### src/rtl/rx_to_mem_pkg.sv
// ============================================================================
// Module      : rx_to_mem_pkg
// Description : Shared constants and state encoding for the UART-to-memory
//               operand loader.
// Revision    : 1.0 - initial release
// ============================================================================
`default_nettype none

package rx_to_mem_pkg;

    localparam int c_rows_default      = 2;
    localparam int c_cols_default      = 2;
    localparam int c_num_elems_default = c_rows_default * c_cols_default;
    localparam int c_num_bytes_default = 2 * c_num_elems_default;

    localparam logic [2:0] c_st_idle      = 3'd0;
    localparam logic [2:0] c_st_wait_byte = 3'd1;
    localparam logic [2:0] c_st_write     = 3'd2;
    localparam logic [2:0] c_st_next      = 3'd3;
    localparam logic [2:0] c_st_check     = 3'd4;
    localparam logic [2:0] c_st_done      = 3'd5;

    typedef enum logic [2:0] {
        ST_IDLE      = c_st_idle,
        ST_WAIT_BYTE = c_st_wait_byte,
        ST_WRITE     = c_st_write,
        ST_NEXT      = c_st_next,
        ST_CHECK     = c_st_check,
        ST_DONE      = c_st_done
    } state_t;

    // Data bytes in one load: matrix A followed by matrix B.
    function automatic int num_bytes(input int rows, input int cols);
        return 2 * rows * cols;
    endfunction

endpackage

`default_nettype wire

### src/rtl/rx_to_mem_if.sv
// ============================================================================
// Module      : rx_to_mem_if
// Description : Receiver-side inputs and memory write port of the loader.
// Revision    : 1.0 - initial release
// ============================================================================
`default_nettype none

interface rx_to_mem_if #(
    parameter int ADDR_W = 6
);
    logic              start;
    logic              rx_ready;
    logic [7:0]        rx_data;
    logic              write;
    logic [ADDR_W-1:0] write_address;
    logic [7:0]        write_value;
    logic              mat_sel;
    logic [ADDR_W-1:0] values_recv_count;
    logic              busy;
    logic              load_done;
    logic              err;

    modport master (
        input  start, rx_ready, rx_data,
        output write, write_address, write_value, mat_sel,
               values_recv_count, busy, load_done, err
    );

    modport slave (
        output start, rx_ready, rx_data,
        input  write, write_address, write_value, mat_sel,
               values_recv_count, busy, load_done, err
    );
endinterface

`default_nettype wire

### src/rtl/rx_to_mem_sync_edge.sv
// ============================================================================
// Module      : sync_edge
// Description : Three-flop synchronizer with a one-cycle rising-edge pulse.
// Revision    : 1.0 - initial release
// ============================================================================
`default_nettype none

module sync_edge (
    input  logic slow_clk,
    input  logic rst,
    input  logic i_async,
    output logic o_pulse
);
    logic r_q1;
    logic r_q2;
    logic r_q3;

    always_ff @(posedge slow_clk or posedge rst) begin
        if (rst) begin
            r_q1 <= 1'b0;
            r_q2 <= 1'b0;
            r_q3 <= 1'b0;
        end else begin
            r_q1 <= i_async;
            r_q2 <= r_q1;
            r_q3 <= r_q2;
        end
    end

    assign o_pulse = r_q2 & ~r_q3;
endmodule

`default_nettype wire

### src/rtl/rx_to_mem.sv
// ============================================================================
// Module      : rx_to_mem
// Description : Loads received bytes into operand memory as matrix A then B.
//               Define RX_CHECKSUM_EN to verify a trailing mod-256 checksum.
// Revision    : 1.0 - initial release
// ============================================================================
`default_nettype none

module rx_to_mem
    import rx_to_mem_pkg::*;
#(
    parameter int ROWS   = c_rows_default,
    parameter int COLS   = c_cols_default,
    parameter int ADDR_W = 6
) (
    input  logic           slow_clk,
    input  logic           rst,
    rx_to_mem_if.master    bus
);
    localparam logic [ADDR_W-1:0] c_num_elems = ADDR_W'(ROWS * COLS);
    localparam logic [ADDR_W-1:0] c_num_bytes = ADDR_W'(num_bytes(ROWS, COLS));

    logic              w_start_pulse;
    logic              w_rx_pulse;
    state_t            r_state;
    state_t            w_next_state;
    logic [ADDR_W-1:0] r_count;
    logic [ADDR_W-1:0] w_count_inc;
    logic [7:0]        r_value;

    sync_edge u_start_sync (
        .slow_clk (slow_clk),
        .rst      (rst),
        .i_async  (bus.start),
        .o_pulse  (w_start_pulse)
    );

    sync_edge u_rx_sync (
        .slow_clk (slow_clk),
        .rst      (rst),
        .i_async  (bus.rx_ready),
        .o_pulse  (w_rx_pulse)
    );

    assign w_count_inc = r_count + 1'b1;

    always_ff @(posedge slow_clk or posedge rst) begin
        if (rst) begin
            r_state <= ST_IDLE;
        end else begin
            r_state <= w_next_state;
        end
    end

    always_comb begin
        w_next_state = r_state;
        unique case (r_state)
            ST_IDLE:      if (w_start_pulse) w_next_state = ST_WAIT_BYTE;
            ST_WAIT_BYTE: if (w_rx_pulse)    w_next_state = ST_WRITE;
            ST_WRITE:     w_next_state = ST_NEXT;
            ST_NEXT: begin
                if (w_count_inc == c_num_bytes) begin
`ifdef RX_CHECKSUM_EN
                    w_next_state = ST_CHECK;
`else
                    w_next_state = ST_DONE;
`endif
                end else begin
                    w_next_state = ST_WAIT_BYTE;
                end
            end
`ifdef RX_CHECKSUM_EN
            ST_CHECK:     if (w_rx_pulse) w_next_state = ST_DONE;
`endif
            ST_DONE:      w_next_state = ST_IDLE;
            default:      w_next_state = ST_IDLE;
        endcase
    end

    // Count is held at zero while idle so every load starts at address 0.
    always_ff @(posedge slow_clk or posedge rst) begin
        if (rst) begin
            r_count <= '0;
            r_value <= 8'h00;
        end else begin
            if (r_state == ST_IDLE) begin
                r_count <= '0;
            end
            if (r_state == ST_NEXT) begin
                r_count <= w_count_inc;
            end
            if (r_state == ST_WAIT_BYTE && w_rx_pulse) begin
                r_value <= bus.rx_data;
            end
        end
    end

`ifdef RX_CHECKSUM_EN
    logic [7:0] r_sum;
    logic       r_err;

    always_ff @(posedge slow_clk or posedge rst) begin
        if (rst) begin
            r_sum <= 8'h00;
            r_err <= 1'b0;
        end else begin
            if (r_state == ST_IDLE && w_start_pulse) begin
                r_sum <= 8'h00;
                r_err <= 1'b0;
            end
            if (r_state == ST_WAIT_BYTE && w_rx_pulse) begin
                r_sum <= r_sum + bus.rx_data;
            end
            // The checksum byte is compared only; it never reaches memory.
            if (r_state == ST_CHECK && w_rx_pulse && bus.rx_data != r_sum) begin
                r_err <= 1'b1;
            end
        end
    end

    assign bus.err = r_err;
`else
    assign bus.err = 1'b0;
`endif

    assign bus.write             = (r_state == ST_WRITE);
    assign bus.write_address     = r_count;
    assign bus.write_value       = r_value;
    assign bus.mat_sel           = (r_count >= c_num_elems);
    assign bus.values_recv_count = r_count;
    assign bus.busy              = (r_state != ST_IDLE);
    assign bus.load_done         = (r_state == ST_DONE);
endmodule

`default_nettype wire

### src/flat_wrapper.sv
// flat-port wrapper written by rule: the top's interface ports become plain ports
module rx_to_mem_flat import rx_to_mem_pkg::*;
#(
    parameter int ROWS   = c_rows_default,
    parameter int COLS   = c_cols_default,
    parameter int ADDR_W = 6
)
  (slow_clk, rst, bus_start, bus_rx_ready, bus_rx_data, bus_write, bus_write_address, bus_write_value, bus_mat_sel, bus_values_recv_count, bus_busy, bus_load_done, bus_err);
  rx_to_mem_if #(.ADDR_W(ADDR_W)) bus_i ();
  input  logic slow_clk;
  input  logic rst;
  input wire logic [$bits(bus_i.start)-1:0] bus_start;
  input wire logic [$bits(bus_i.rx_ready)-1:0] bus_rx_ready;
  input wire logic [$bits(bus_i.rx_data)-1:0] bus_rx_data;
  output wire logic [$bits(bus_i.write)-1:0] bus_write;
  output wire logic [$bits(bus_i.write_address)-1:0] bus_write_address;
  output wire logic [$bits(bus_i.write_value)-1:0] bus_write_value;
  output wire logic [$bits(bus_i.mat_sel)-1:0] bus_mat_sel;
  output wire logic [$bits(bus_i.values_recv_count)-1:0] bus_values_recv_count;
  output wire logic [$bits(bus_i.busy)-1:0] bus_busy;
  output wire logic [$bits(bus_i.load_done)-1:0] bus_load_done;
  output wire logic [$bits(bus_i.err)-1:0] bus_err;
  assign bus_i.start = bus_start;
  assign bus_i.rx_ready = bus_rx_ready;
  assign bus_i.rx_data = bus_rx_data;
  assign bus_write = bus_i.write;
  assign bus_write_address = bus_i.write_address;
  assign bus_write_value = bus_i.write_value;
  assign bus_mat_sel = bus_i.mat_sel;
  assign bus_values_recv_count = bus_i.values_recv_count;
  assign bus_busy = bus_i.busy;
  assign bus_load_done = bus_i.load_done;
  assign bus_err = bus_i.err;
  rx_to_mem #(.ROWS(ROWS), .COLS(COLS), .ADDR_W(ADDR_W)) u_core (.slow_clk(slow_clk), .rst(rst), .bus(bus_i));
endmodule
### config.mk
export PLATFORM = sky130hd
export DESIGN_NAME = rx_to_mem_flat
export DESIGN_NICKNAME = d
export VERILOG_FILES = /design/src/rtl/rx_to_mem_pkg.sv /design/src/rtl/rx_to_mem_if.sv /design/src/rtl/rx_to_mem_sync_edge.sv /design/src/rtl/rx_to_mem.sv /design/src/flat_wrapper.sv
export SDC_FILE = /design/constraint.sdc
export NUM_CORES = 1
export LEC_CHECK = 0
export CELL_PAD_IN_SITES_DETAIL_PLACEMENT = 1
export CELL_PAD_IN_SITES_GLOBAL_PLACEMENT = 2
export CORE_UTILIZATION = 30
export CTS_BUF_LIST = sky130_fd_sc_hd__clkbuf_16
export CTS_CLUSTER_SIZE = 14
export DETAILED_ROUTE_END_ITERATION = 16
export PLACE_DENSITY = 0.81
export RECOVER_POWER = 100
export SLEW_MARGIN = 0
export SYNTH_ARGS = -nofsm -noshare
export SYNTH_HDL_FRONTEND = slang
export SYNTH_SLANG_ARGS = --single-unit
### constraint.sdc
create_clock -name slow_clk -period 2.7 [get_ports slow_clk]
set_clock_uncertainty 0.2 [all_clocks]
set_input_delay 0.405 -clock slow_clk [delete_from_list [all_inputs] [get_ports slow_clk]]
set_output_delay 0.405 -clock slow_clk [all_outputs]
set_load 0.005 [all_outputs]
==> impl_metrics.env <==
export IMPL_p_leak_uw=0.000693
export IMPL_max_slew_headroom_pct=15.3
export IMPL_synth_cells=104
export IMPL_hold_path_class="reg2reg"
export IMPL_place_detailed_hpwl_um=1970
export IMPL_drc_errors=0
export IMPL_placement_io_buffers=35
export IMPL_wl_per_cell_um=14.8
export IMPL_path_clk_slew_ps=60
export IMPL_finalMaxSlewViolations=0
export IMPL_power_density_nw_per_um2=813
export IMPL_report_final_hold_viol_count=0
export IMPL_synth_most_common_cell="dfrtp_1"
export IMPL_final_min_clock_period_ps=2480
export IMPL_num_antenna_cells=0
export IMPL_die_w_um=64.0
export IMPL_overflow=0
export IMPL_cts_setup_buffers=0
export IMPL_postRouteAntennaNets=0
export IMPL_finalCoreUtilization_pct=42.5
export IMPL_timing_critical_path_from_type="flip-flop"
export IMPL_cp_required_ps=2100
export IMPL_post_route_period_util_pct=92.0
export IMPL_cap_violations=0
export IMPL_final_layout_size_suffix_gt1_share_pct=10.4
export IMPL_vias=921
export IMPL_synthesis_area_sq_um=1150
export IMPL_max_clock_path_buffers=2
export IMPL_holdBufCountCts=0
export IMPL_grt_setup_unrepaired="no"
export IMPL_cts_htree_levels=1
export IMPL_crit_buf_inv=1
export IMPL_worst_setup_path_end_kind="output pin"
export IMPL_worst_setup_path_type="reg2out"
export IMPL_maximum_ir_drop_on_the_vdd_rail_v=0.000358
export IMPL_cts_sinks=23
export IMPL_grt_start_max_net_pins=24
export IMPL_worst_path_largest_cell_delay_ps=580
export IMPL_start_util_pct=31.5
export IMPL_arrival_ps=1880
export IMPL_totalWireLength_um=2700
export IMPL_cts_root_buffer="clkbuf_16"
export IMPL_core_area_sq_um=3660
export IMPL_grt_pass1_vias=959
export IMPL_clock_tree_from_tritoncts="yes"
export IMPL_synth_edf_count=0
export IMPL_drt_initial_drc_count=15
export IMPL_worstSkewPairLatency_ps=260
export IMPL_ctsResizeCount=0
export IMPL_firstDrtPassIters=4
export IMPL_synth_top_cell_area_share_pct=49.9
export IMPL_final_net_count=150
export IMPL_yosysSeqAreaShare_pct=49.9
export IMPL_crit_chain="or4_1 -> dlygate4sd3_1"
export IMPL_yosys_cell_types_count=33
export IMPL_worstMarginPinSlew_ps=1270
export IMPL_top_family_by_delay_on_critical_path="buffers and inverters"
export IMPL_chipHeight_um=64.0
export IMPL_yosys_register_bits=23
export IMPL_setup_viol_count_final=0
export IMPL_crit_path_top_delay_cell="dlygate4sd3_1"
export IMPL_synth_async_sr_flop_share_pct=100
export IMPL_synth_flop_cell="dfrtp_1"
export IMPL_filler_cell_count=416
export IMPL_antenna_found_initial=0
export IMPL_highest_clock_rate_mhz=403
export IMPL_grtUsageTotal_pct=15.2
export IMPL_avgViaCountPerCell=5.06
export IMPL_synth_top_cells_by_area="dfrtp_1 (50%), mux2_2 (7.8%), buf_4 (5.2%), ha_1 (3.3%), nand3_1 (3.0%)"
export IMPL_io_pins=37
export IMPL_flow_area_growth_from_synthesis_pct=35.2
export IMPL_synth_top_cells_by_count="dfrtp_1 (23), buf_4 (8), mux2_2 (8), nand3_1 (7)"
export IMPL_fp_row_count=22
export IMPL_ys_warn_count=0
export IMPL_gp_routability_congestion=0.749
export IMPL_status="finished clean"
export IMPL_setup_tns_ps=0
export IMPL_synthesis_nets=119
export IMPL_cts_buffers_inserted=3
export IMPL_worstPathMaxFanout=12
export IMPL_design_die_area_sq_um=4090
export IMPL_synth_largest_area_cell="dfrtp_1"
export IMPL_syn_mean_instance_area_sq_um=11.1
export IMPL_grt_pass1_wl_um=4620
[stage by stage]
stage	hold slack, ps	setup WS [ps]	instance area [sq um]	instances	power, uW
final	148	216	1560	182	1270
after global routing	171	133	1560	182	1360
after CTS	150	253	1580	182	1350
after detailed placement	136	539	1500	178	1010
after global placement	132	584	1500	178	991
after floorplan	131	1020	1150	104	757
[kinds of logic after synthesis]
| family | after synthesis | share of synthesized area, % |
|---|---|---|
| mux | 8 | 7.82 |
| other cells | 1 | 0.325 |
| buf+inv | 15 | 7.71 |
| fa+ha+maj | 3 | 3.26 |
| compound gates | 15 | 8.25 |
| flops | 23 | 49.9 |
| simple gates | 39 | 22.7 |
[layout make-up]
type / count / area [sq um] / area share (%)
flip-flops and latches: 23 / 576 / 36.9
well taps: 48 / 60.1 / 3.86
inverters: 4 / 15.0 / 0.964
clock buffers: 3 / 75.1 / 4.82
clock inverters: 1 / 5.00 / 0.321
repair buffers: 37 / 358 / 23.0
multi-input cells: 66 / 469 / 30.1
[worst paths after layout]
check	startpoint	to	slack, ps	depth (start not counted)
max	u_core.bus.values_recv_count[2]	bus_mat_sel	220	2
min in group asynchronous	rst	u_core.u_start_sync.r_q1	810	3
max reg2reg	u_core.r_state[2]	u_core.bus.write_value[2]	300	3
max in group asynchronous	rst	u_core.bus.values_recv_count[1]	740	3
min reg2reg	u_core.u_rx_sync.r_q1	u_core.u_rx_sync.r_q2	150	0
min	u_core.u_rx_sync.r_q1	u_core.u_rx_sync.r_q2	150	0
[power by group]
| part | internal, uW | switching (uW) | leakage [uW] |
|---|---|---|---|
| registers | 434 | 97.6 | 0.000286 |
| logic | 252 | 159 | 0.000367 |
| clock network | 200 | 126 | 0.0000409 |
[state kept, by name, summed over array words and instances, names as in the netlist]
name	count
u_core.bus.values_recv_count	6
u_core.bus.write_value	8
u_core.r_state	3
u_core.u_rx_sync.r_q1	1
u_core.u_rx_sync.r_q2	1
u_core.u_rx_sync.r_q3	1
u_core.u_start_sync.r_q1	1
u_core.u_start_sync.r_q2	1
u_core.u_start_sync.r_q3	1
[placed cells by master, fill, tap and decap left out, drive strengths merged, types with 2 or more instances in the layout]
master         count
dlygate4sd3       25
dfrtp             23
clkdlybuf4s50     10
mux2               8
nand3              7
o21ai              6
nand2              6
clkbuf             5
inv                4
nor2b              4
nor3b              3
nor2               3
ha                 3
a31oi              2
or4                2
nand4              2
or4b               2
o211ai             2
nand2b             2
[per-layer routing]
metal	up-vias	wire, um	part of all wire (%)	track usage (%)
met1	463	1070	40	15.8
met3	5	210	7.8	6.61
met5	-	0	0	0
met4	0	48	1.8	7.39
met2	33	1370	51	26.1
li1	420	-	-	-
(Power assumes the default switching activity.)
